$ cat src/rtl/uart_result_pkg.sv
// uart_result_pkg
//   Shared definitions for the detection-result frame carried over the UART
//   link. Both this parser and the UART sender framer import it, so the
//   header byte, payload length, status bit layout and the decoded result
//   record stay identical on both ends of the link.
//   Frame on the wire: AA | x_min | x_max | y_min | y_max | status | csum
//   (coordinates 16 bit, MSB first; csum is the XOR of every byte between
//   the header and the checksum).
package uart_result_pkg;

  localparam logic [7:0] HDR_BYTE    = 8'hAA;
  localparam int         PAYLOAD_LEN = 9;
  localparam int         STATUS_IDX  = PAYLOAD_LEN - 1;

  // Bit positions inside the status byte
  localparam int ST_LIGHT_BIT  = 0;
  localparam int ST_HUMAN_LSB  = 1;
  localparam int ST_CAR_BIT    = 3;
  localparam int ST_AMOUNT_LSB = 4;
  localparam int ST_RSVD_LSB   = 6;

  typedef enum logic [1:0] {
    IDLE,
    PAYLOAD,
    CHECK
  } parse_state_t;

  // Payload bytes in arrival order: index 0 is x_min MSB, STATUS_IDX is status
  typedef logic [PAYLOAD_LEN-1:0][7:0] payload_t;

  typedef struct packed {
    logic [15:0] x_min;
    logic [15:0] x_max;
    logic [15:0] y_min;
    logic [15:0] y_max;
    logic        traffic_light;
    logic [1:0]  human_violation;
    logic        car_violation;
    logic [1:0]  traffic_amount;
  } result_t;

  // Splits the collected payload into the decoded result record
  function automatic result_t unpack_result(input payload_t p);
    result_t r;
    r.x_min           = {p[0], p[1]};
    r.x_max           = {p[2], p[3]};
    r.y_min           = {p[4], p[5]};
    r.y_max           = {p[6], p[7]};
    r.traffic_light   = p[STATUS_IDX][ST_LIGHT_BIT];
    r.human_violation = p[STATUS_IDX][ST_HUMAN_LSB +: 2];
    r.car_violation   = p[STATUS_IDX][ST_CAR_BIT];
    r.traffic_amount  = p[STATUS_IDX][ST_AMOUNT_LSB +: 2];
    return r;
  endfunction

  // Code 3 is unused for the two-bit fields and the top two bits are reserved
  function automatic logic status_legal(input logic [7:0] status);
    return (status[ST_HUMAN_LSB +: 2]  != 2'd3) &&
           (status[ST_AMOUNT_LSB +: 2] != 2'd3) &&
           (status[ST_RSVD_LSB +: 2]   == 2'd0);
  endfunction

endpackage

$ cat src/rtl/uart_result_parser_if.sv
// uart_result_parser_if
//   Byte stream from the UART receive FIFO into the result parser.
//   rx_valid : one-cycle pop strobe, rx_data holds a received byte
//   rx_data  : received byte
//   master   : the UART receive side driving the stream
//   slave    : the parser consuming it
interface uart_result_parser_if;
  logic       rx_valid;
  logic [7:0] rx_data;

  modport master (output rx_valid, output rx_data);
  modport slave  (input  rx_valid, input  rx_data);
endinterface

$ cat src/rtl/rx_timeout_timer.sv
// rx_timeout_timer
//   Saturating cycle counter that flags when CYCLES-1 cycles have passed
//   since the last clear. Used for the inter-byte timeout and for the
//   stale-data indicator.
//   clk, reset : system clock, asynchronous active-high reset
//   clear_i    : restart the count from zero (wins over enable_i)
//   enable_i   : count this cycle
//   expire_o   : count has reached CYCLES-1; holds there until cleared
//   START_EXPIRED selects whether reset leaves the timer already expired.
module rx_timeout_timer #(
  parameter int CYCLES        = 16,
  parameter bit START_EXPIRED = 1'b0
) (
  input  logic clk,
  input  logic reset,
  input  logic clear_i,
  input  logic enable_i,
  output logic expire_o
);

  localparam int           W    = (CYCLES > 1) ? $clog2(CYCLES) : 1;
  localparam logic [W-1:0] LAST = W'(CYCLES - 1);

  logic [W-1:0] count_q, count_d;

  // Count up while enabled, stopping at LAST so the expire flag stays high
  always_comb begin
    count_d = count_q;
    if (clear_i) begin
      count_d = '0;
    end else if (enable_i && (count_q != LAST)) begin
      count_d = count_q + W'(1);
    end
  end

  always_ff @(posedge clk or posedge reset) begin
    if (reset) begin
      count_q <= START_EXPIRED ? LAST : '0;
    end else begin
      count_q <= count_d;
    end
  end

  assign expire_o = (count_q == LAST);

endmodule

$ cat src/rtl/uart_result_parser.sv
// uart_result_parser
//   Decodes 11-byte detection-result frames from the UART receive stream
//   and holds the last good frame's fields for the VGA overlay and the
//   controller logic.
//   clk, reset          : system clock, asynchronous active-high reset
//   rx_if (slave)       : rx_valid strobe + rx_data byte
//   x_min_o .. y_max_o  : bounding-box limits of the last good frame
//   traffic_light_o     : 0 green, 1 red
//   human_violation_o   : 0 none, 1 caution, 2 violation
//   car_violation_o     : 0 none, 1 violation
//   traffic_amount_o    : 0 low, 1 medium, 2 high
//   frame_valid_o       : one-cycle pulse, field outputs just updated
//   frame_err_o         : one-cycle pulse, frame rejected (checksum, range, timeout)
//   err_count_o         : saturating count of rejected frames
//   data_stale_o        : no good frame within STALE_CYC cycles
module uart_result_parser
  import uart_result_pkg::*;
#(
  parameter int H_RES       = 320,
  parameter int V_RES       = 240,
  parameter int TIMEOUT_CYC = 1_000_000,
  parameter int STALE_CYC   = 50_000_000
) (
  input  logic                 clk,
  input  logic                 reset,
  uart_result_parser_if.slave  rx_if,
  output logic [15:0]          x_min_o,
  output logic [15:0]          x_max_o,
  output logic [15:0]          y_min_o,
  output logic [15:0]          y_max_o,
  output logic                 traffic_light_o,
  output logic [1:0]           human_violation_o,
  output logic                 car_violation_o,
  output logic [1:0]           traffic_amount_o,
  output logic                 frame_valid_o,
  output logic                 frame_err_o,
  output logic [7:0]           err_count_o,
  output logic                 data_stale_o
);

  localparam logic [15:0] X_LIMIT  = 16'(H_RES);
  localparam logic [15:0] Y_LIMIT  = 16'(V_RES);
  localparam logic [3:0]  LAST_IDX = 4'(PAYLOAD_LEN - 1);

  parse_state_t state_q, state_d;
  logic [3:0]   idx_q, idx_d;
  logic [7:0]   csum_q, csum_d;
  payload_t     payload_q, payload_d;
  result_t      result_q, result_d;
  logic         frame_valid_q, frame_valid_d;
  logic         frame_err_q, frame_err_d;
  logic [7:0]   err_count_q, err_count_d;

  logic         reject;
  logic         byte_timeout;
  logic         in_frame;
  logic         byte_timer_clear;
  result_t      candidate;
  logic         frame_ok;

  assign in_frame         = (state_q != IDLE);
  assign byte_timer_clear = rx_if.rx_valid || !in_frame;

  // Inter-byte watchdog: only runs while a frame is being collected and
  // restarts on every received byte.
  rx_timeout_timer #(
    .CYCLES        (TIMEOUT_CYC),
    .START_EXPIRED (1'b0)
  ) u_byte_timer (
    .clk      (clk),
    .reset    (reset),
    .clear_i  (byte_timer_clear),
    .enable_i (in_frame),
    .expire_o (byte_timeout)
  );

  // Stale indicator: starts expired so the outputs read as stale until the
  // first good frame lands.
  rx_timeout_timer #(
    .CYCLES        (STALE_CYC),
    .START_EXPIRED (1'b1)
  ) u_stale_timer (
    .clk      (clk),
    .reset    (reset),
    .clear_i  (frame_valid_q),
    .enable_i (1'b1),
    .expire_o (data_stale_o)
  );

  // In CHECK the payload is complete, so the whole frame can be judged
  // against the checksum byte currently on rx_data.
  assign candidate = unpack_result(payload_q);
  assign frame_ok  = (rx_if.rx_data == csum_q) &&
                     (candidate.x_min <= candidate.x_max) &&
                     (candidate.x_max <  X_LIMIT) &&
                     (candidate.y_min <= candidate.y_max) &&
                     (candidate.y_max <  Y_LIMIT) &&
                     status_legal(payload_q[STATUS_IDX]);

  // Frame parser. A byte arriving in the same cycle the watchdog expires is
  // still taken, which is why rx_valid is tested before byte_timeout. A
  // header byte seen mid-frame is ordinary data: there is no resync.
  always_comb begin
    state_d       = state_q;
    idx_d         = idx_q;
    csum_d        = csum_q;
    payload_d     = payload_q;
    result_d      = result_q;
    frame_valid_d = 1'b0;
    frame_err_d   = 1'b0;
    err_count_d   = err_count_q;
    reject        = 1'b0;

    unique case (state_q)
      IDLE: begin
        if (rx_if.rx_valid && (rx_if.rx_data == HDR_BYTE)) begin
          state_d = PAYLOAD;
          idx_d   = '0;
          csum_d  = '0;
        end
      end

      PAYLOAD: begin
        if (rx_if.rx_valid) begin
          payload_d[idx_q] = rx_if.rx_data;
          csum_d           = csum_q ^ rx_if.rx_data;
          idx_d            = idx_q + 4'd1;
          if (idx_q == LAST_IDX) begin
            state_d = CHECK;
          end
        end else if (byte_timeout) begin
          state_d = IDLE;
          reject  = 1'b1;
        end
      end

      CHECK: begin
        if (rx_if.rx_valid) begin
          state_d = IDLE;
          if (frame_ok) begin
            result_d      = candidate;
            frame_valid_d = 1'b1;
          end else begin
            reject = 1'b1;
          end
        end else if (byte_timeout) begin
          state_d = IDLE;
          reject  = 1'b1;
        end
      end

      default: begin
        state_d = IDLE;
      end
    endcase

    if (reject) begin
      frame_err_d = 1'b1;
      if (err_count_q != 8'hFF) begin
        err_count_d = err_count_q + 8'd1;
      end
    end
  end

  // Parser state and result registers; reset drops any partial frame
  // without flagging it as an error.
  always_ff @(posedge clk or posedge reset) begin
    if (reset) begin
      state_q       <= IDLE;
      idx_q         <= '0;
      csum_q        <= '0;
      payload_q     <= '0;
      result_q      <= '0;
      frame_valid_q <= 1'b0;
      frame_err_q   <= 1'b0;
      err_count_q   <= '0;
    end else begin
      state_q       <= state_d;
      idx_q         <= idx_d;
      csum_q        <= csum_d;
      payload_q     <= payload_d;
      result_q      <= result_d;
      frame_valid_q <= frame_valid_d;
      frame_err_q   <= frame_err_d;
      err_count_q   <= err_count_d;
    end
  end

  assign x_min_o           = result_q.x_min;
  assign x_max_o           = result_q.x_max;
  assign y_min_o           = result_q.y_min;
  assign y_max_o           = result_q.y_max;
  assign traffic_light_o   = result_q.traffic_light;
  assign human_violation_o = result_q.human_violation;
  assign car_violation_o   = result_q.car_violation;
  assign traffic_amount_o  = result_q.traffic_amount;
  assign frame_valid_o     = frame_valid_q;
  assign frame_err_o       = frame_err_q;
  assign err_count_o       = err_count_q;

endmodule

$ cat src/flat_wrapper.sv
// flat-port wrapper written by rule: the top's interface ports become plain ports
module uart_result_parser_flat import uart_result_pkg::*;
#(
  parameter int H_RES       = 320,
  parameter int V_RES       = 240,
  parameter int TIMEOUT_CYC = 1_000_000,
  parameter int STALE_CYC   = 50_000_000
)
  (clk, reset, x_min_o, x_max_o, y_min_o, y_max_o, traffic_light_o, human_violation_o, car_violation_o, traffic_amount_o, frame_valid_o, frame_err_o, err_count_o, data_stale_o, rx_if_rx_valid, rx_if_rx_data);
  uart_result_parser_if rx_if_i ();
  input  logic clk;
  input  logic reset;
  output logic [15:0] x_min_o;
  output logic [15:0] x_max_o;
  output logic [15:0] y_min_o;
  output logic [15:0] y_max_o;
  output logic traffic_light_o;
  output logic [1:0] human_violation_o;
  output logic car_violation_o;
  output logic [1:0] traffic_amount_o;
  output logic frame_valid_o;
  output logic frame_err_o;
  output logic [7:0] err_count_o;
  output logic data_stale_o;
  input wire logic [$bits(rx_if_i.rx_valid)-1:0] rx_if_rx_valid;
  input wire logic [$bits(rx_if_i.rx_data)-1:0] rx_if_rx_data;
  assign rx_if_i.rx_valid = rx_if_rx_valid;
  assign rx_if_i.rx_data = rx_if_rx_data;
  uart_result_parser #(.H_RES(H_RES), .V_RES(V_RES), .TIMEOUT_CYC(TIMEOUT_CYC), .STALE_CYC(STALE_CYC)) u_core (.clk(clk), .reset(reset), .rx_if(rx_if_i), .x_min_o(x_min_o), .x_max_o(x_max_o), .y_min_o(y_min_o), .y_max_o(y_max_o), .traffic_light_o(traffic_light_o), .human_violation_o(human_violation_o), .car_violation_o(car_violation_o), .traffic_amount_o(traffic_amount_o), .frame_valid_o(frame_valid_o), .frame_err_o(frame_err_o), .err_count_o(err_count_o), .data_stale_o(data_stale_o));
endmodule
$ cat config.mk
export PLATFORM = sky130hd
export DESIGN_NAME = uart_result_parser_flat
export DESIGN_NICKNAME = d
export VERILOG_FILES = /design/src/rtl/uart_result_pkg.sv /design/src/rtl/uart_result_parser_if.sv /design/src/rtl/rx_timeout_timer.sv /design/src/rtl/uart_result_parser.sv /design/src/flat_wrapper.sv
export SDC_FILE = /design/constraint.sdc
export NUM_CORES = 1
export LEC_CHECK = 0
export CAP_MARGIN = 20
export CELL_PAD_IN_SITES_DETAIL_PLACEMENT = 2
export CELL_PAD_IN_SITES_GLOBAL_PLACEMENT = 2
export CORE_UTILIZATION = 35
export DETAILED_ROUTE_END_ITERATION = 10
export GPL_ROUTABILITY_DRIVEN = 0
export PLACE_DENSITY = 0.73
export SLEW_MARGIN = 20
export SYNTH_ARGS = -nofsm -noshare
export SYNTH_HDL_FRONTEND = slang
export SYNTH_SLANG_ARGS = --single-unit
$ cat constraint.sdc
create_clock -name clk -period 7.2 [get_ports clk]
set_input_delay 1.44 -clock clk [delete_from_list [all_inputs] [get_ports clk]]
set_output_delay 1.44 -clock clk [all_outputs]
set_load 0.005 [all_outputs]
* Word level (Yosys, flattened, before mapping) *
Cells that the tools add are included.

operators by class
  $add $sub $neg = 4
  $lt $le $gt $ge = 6
  equal/unequal tests = 15
  multiplexer cells = 28
  bitwise gates (word level) = 1
  reduce and logical (&&, ||, !) cells = 23

operators by type and width
  kind                                                                   number
  72-bit bitwise mux                                                     1
  26-bit 2-to-1 mux                                                      2
  20-bit 2-to-1 mux                                                      2
  8-bit demux with 4-bit select                                          1
  16-bit less-or-equal comparator                                        2
  26-bit by 1-bit adder with 26-bit output, second input constant        1
  26-bit equality test, second input constant                            1
  26-bit inequality test, second input constant                          1
  8-bit 2-to-1 mux                                                       3
  20-bit by 1-bit adder with 20-bit output, second input constant        1
  20-bit equality test, second input constant                            1
  20-bit inequality test, second input constant                          1
  16-bit by 8-bit < comparator with 1-bit output, second input constant  1
  16-bit by 9-bit < comparator with 1-bit output, second input constant  1
  8-bit case mux with 2 select lines                                     1
  1-bit logical AND                                                      10
  2-bit 2-to-1 mux                                                       5
  8-bit by 1-bit adder with 8-bit output, second input constant          1
  8-bit equality test                                                    1
  8-bit equality test, second input constant                             1
  1-bit 2-to-1 mux                                                       8
  4-bit 2-to-1 mux                                                       2
  8-bit inequality test, second input constant                           1
  4-bit case mux with 2 select lines                                     1
  other kinds (18)                                                       27

storage, ports and cells
  register bits after elaboration = 212
  output and inout bits = 81
  word-level logic and storage cells = 102

* Depth between registers and ports, before layout *
  depth after elaboration = 10
  mapped depth = 11

* Modules after synthesis *
A second synthesis with hierarchy kept.

second synthesis, totals
  cells, all modules = 868
  area total of the unflattened synthesis = 10188.5 µm²

by module, submodules not included
  module                                   times used  cells an instance  area an instance (µm²)
  uart_result_parser                       1           604                7576.0
  rx_timeout_timer (u_core.u_stale_timer)  1           145                1432.6
  rx_timeout_timer (u_core.u_byte_timer)   1           119                1179.9

* Least setup slack after synthesis *
No wires, ideal clock.

  path type = input -> register
  start point = input rx_if_rx_valid
  end point = register u_core.result_q, in the netlist u_core.car_violation_o
  library setup time = 0.125 ns
  arrival time = 3.253 ns
  required time = 7.075 ns
  path slack = 3.822 ns
  cell stages on the path = 9
  buffers on the path = 2
  cells stage by stage = buf_6 inv_4 nor4_2 nand4_1 nor3_1 nand2_1 nor4b_4 buf_6 mux2_4

on the way
  longest elaborated chain between the ends = 1

ends and longest elaborated chain
  item                           RTL line                   RTL
  start, declared                flat_wrapper.sv:25         input wire logic [$bits(rx_if_i.rx_valid)-1:0] rx_if_rx_valid;
  3-bit AND reduction (no line)  -
  end signal, assigned           uart_result_parser.sv:182  result_q <= result_d;
  end, declared                  uart_result_parser.sv:49   result_t result_q, result_d;

Every way passes these cells.
A chain may end at the register's enable or synchronous reset.

* Final worst setup path *
  start point = input rx_if_rx_data[4]
  end point = register u_core.result_q, in the netlist u_core.y_min_o[2]

on the way
  longest elaborated chain between the ends = 7

ends and longest elaborated chain
  item                           RTL line                  RTL
  start, declared                flat_wrapper.sv:26        input wire logic [$bits(rx_if_i.rx_data)-1:0] rx_if_rx_data;
  8-bit equality test            uart_result_parser.sv:93  assign frame_ok = (rx_if.rx_data == csum_q) &&
  1-bit logical AND              uart_result_parser.sv:93
  1-bit logical AND              uart_result_parser.sv:94  (candidate.x_min <= candidate.x_max) &&
  1-bit logical AND              uart_result_parser.sv:95  (candidate.x_max < X_LIMIT) &&
  1-bit logical AND              uart_result_parser.sv:96  (candidate.y_min <= candidate.y_max) &&
  1-bit logical AND              uart_result_parser.sv:97  (candidate.y_max < Y_LIMIT) &&
  3-bit AND reduction (no line)  -

Every way passes these cells.

==> reports/metrics.cfg <==
[die]
start_util_pct = 35.7
die_x_um = 170
core_area_um2 = 27900
num_rows = 61
ios = 92
die_h_um = 170
fp.dieArea_um2 = 29100

[clock_network]
clkTransAtPathRegs_ns = 0.06
h-tree-depth = 1
cts_tree = yes
numCtsBuffers = 25
cts_sinks = 212
cts-hold-fix-buffers = 0
post_cts_buffers = 0
cts_root_buf = clkbuf_16
clock_path_buffers = 3
insertion_delay_ns = 0.53
cts_resized = 0

[worst_setup_path]
path_depth = 8
worstSetupStartpointType = input port
worstPathArrival_ns = 4.45
cpPeakStageDelay_ns = 0.96
cp_max_fo = 43
slowest_stage = clkdlybuf4s50_1
critPathKind = in -> reg
cp_top_family = buffers and inverters
crit_buf_inv = 2
cpMostUsedCell = nand2_1
worstPathCellList = clkdlybuf4s50_1, xnor2_1, nand2_1, nor4_1, nand2_1, nor4b_4, buf_4, mux2_1
rr_worst_depth = 8
cp.required_ns = 7.58
end_kind = flip-flop

[timing]
worst_slack_ns = 3.13
fin_hold_ws_ns = 0.491
post-route-period-util_pct = 56.5
max_slew_margin_pct = 39.1
finalSetupViolCount = 0
slew_viol_final = 0
setup_tns_ns = 0
max_freq_ghz = 0.246
fin_crit_ns = 4.07
finClkSkew_ns = 0.0265
timing_hold_violations_final = 0
rsz0062_at_grt = false
worst_slew_pin_slew_ns = 0.914

[final_layout]
syn2layout_area_growth_pct = 21.6
multiInputGateArea_um2 = 4300
layout_common_cells = dfrtp_1 (194), clkdlybuf4s50_1 (91), nand2_1 (67)
final_layout_size_suffix_gt1_share_pct = 19.7
final_common_cell = dfrtp_1
final-seq-area_um2 = 5330
num-fill-cells = 2820
antenna_cells = 0
final_nets = 979

[synth]
yosysTopAreaCell = dfrtp_1
syn_area_per_cell_um2 = 12.0
synth-edff-count = 0
synth.top_cell.area_share_pct = 48.9
syn-num-nets = 880
synthTopCellsByArea = dfrtp_1 (49%), mux2_4 (7.6%), mux2_2 (7.4%), ha_1 (5.4%), dfstp_2 (4.8%)
ys_seq_elements = 212
async_flop_share_pct = 100
yosysWarnings = 0
ys_seq_area_share_pct = 53.6
synthCells = 826
synth_ff_type = dfrtp_1
syn-cell-area_um2 = 9930
synth_cell_types = 54

[detailed_routing]
drcViolationCount = 0
first_iter_violations = 227
avgViaCountPerCell = 4.99
drt-total-wl_um = 25800
ant_nets = 0
drt_pass1_iterations = 4
post_drt_wl_per_cell_um = 19.5
vias = 6593

[grt]
grt_pass1_vias = 7437
gr-usage-all-layers_pct = 18.5
antenna_found_initial = 0
grt_pass1_wl_um = 42100
grt_start_max_net_pins = 155
grt.overflow.total = 0

[power_and_ir_drop]
power.share.clock_pct = 34.6
p_leak_nw = 5.48
combPwrFrac_pct = 24.3
swShare_pct = 32.1
power_per_cell_area_nw_per_um2 = 314
p_int_mw = 2.58
p_switching_mw = 1.22
peakVddDrop_uv = 175
power_frac_seq_pct = 41.1

[min_path]
whs_path_depth = 1
min_path_type = reg -> reg

[placement]
pre_cts_slack_ns = 2.63
hpwl_um = 17600
io_buffers = 91

[outcome]
outcome = complete, no violations

[run]
drv_cap = 0

-- cell usage after synthesis, drive strengths merged (14+ instances only) --
library cell,count
nor2b,19
nand3,34
dfstp,18
nand4,17
xor2,29
ha,43
o21ai,33
nand2,67
nor2,64
a21oi,17
dfrtp,194
and3,17
mux2,121
xnor2,25
inv,42
clkbuf,14
-- metrics by stage --
| stage | instances | cell area (um^2) | total power [mW] | util (%) |
|---|---|---|---|---|
| after floorplan | 826 | 9940 | 2.17 | - |
| after global placement | 1276 | 11200 | 2.44 | 40.3 |
| after detailed placement | 1276 | 11200 | 2.50 | 40.3 |
| after CTS | 1322 | 12100 | 3.86 | 43.4 |
| after global routing | 1322 | 12100 | 4.02 | 43.4 |
| final | 1322 | 12100 | 3.80 | 43.4 |
-- flip-flops by register name, summed over array words and instances (netlist names), 4 cells and up --
register and cells:
u_core.u_stale_timer.count_q 26, u_core.y_max_o 16, u_core.u_byte_timer.count_q 20, u_core.candidate 70, u_core.csum_q 8, u_core.y_min_o 16
u_core.x_max_o 16, u_core.idx_q 4, u_core.err_count_o 8, u_core.x_min_o 16
-- cell families after synthesis --
kind of cell             share of synthesized area, %
multiplexers                                     15.8
AO/OA/AOI/OAI                                    4.42
adder cells (fa/ha/maj)                          5.42
XOR/XNOR                                         4.76
AND/OR/NAND/NOR                                  12.8
flip-flops                                       53.6
buffers and inverters                            3.11
-- power groups by stage --
stage	clock (mW)	sequential (mW)	combinational (mW)
after floorplan	0	1.50	0.667
after global placement	0	1.58	0.867
after detailed placement	0	1.59	0.919
after CTS	1.36	1.57	0.936
after global routing	1.40	1.59	1.03
final	1.31	1.56	0.922
-- path summary, 6_finish.rpt --
check / from / end / slack, ns
setup / recovery: rx_if_rx_data[4] / u_core.y_min_o[2] / 3.13
hold / removal: u_core.y_min_o[1] / u_core.y_min_o[1] / 0.49
setup reg to reg: u_core.u_byte_timer.count_q[6] / u_core.err_count_o[1] / 3.96
hold reg to reg: u_core.y_min_o[1] / u_core.y_min_o[1] / 0.49
max in group asynchronous: reset / u_core.u_stale_timer.count_q[16] / 4.30
min in group asynchronous: reset / u_core.candidate[44] / 1.54
-- worst reg2reg max path, cell delays in order, from the launching register on --
cell     delay, ns
dfrtp_1       0.44
nor4b_1       0.30
and4b_1       0.24
nand4_1       0.44
nor3b_1       0.54
o21a_1        0.23
o41a_1        0.44
nand2_1       0.19
mux2_2        0.31
-- area by class of cell --
cell class              count  area share (%)
well taps                 378            3.92
clock inverters            12            1.39
repair buffers             96            7.96
inverters                  42            1.36
flip-flops and latches    212            44.1
multi-input cells         548            35.6
clock buffers              34            5.71
-- routing by layer --
layer	GRT usage [%]	vias to the layer above	wire length [um]
li1	-	3049	-
met5	0	-	0
met3	2.84	25	846
met2	32.3	87	12800
met4	3.02	0	330
met1	24.5	3432	11800
No activity file was read; power rests on OpenSTA's default activity.
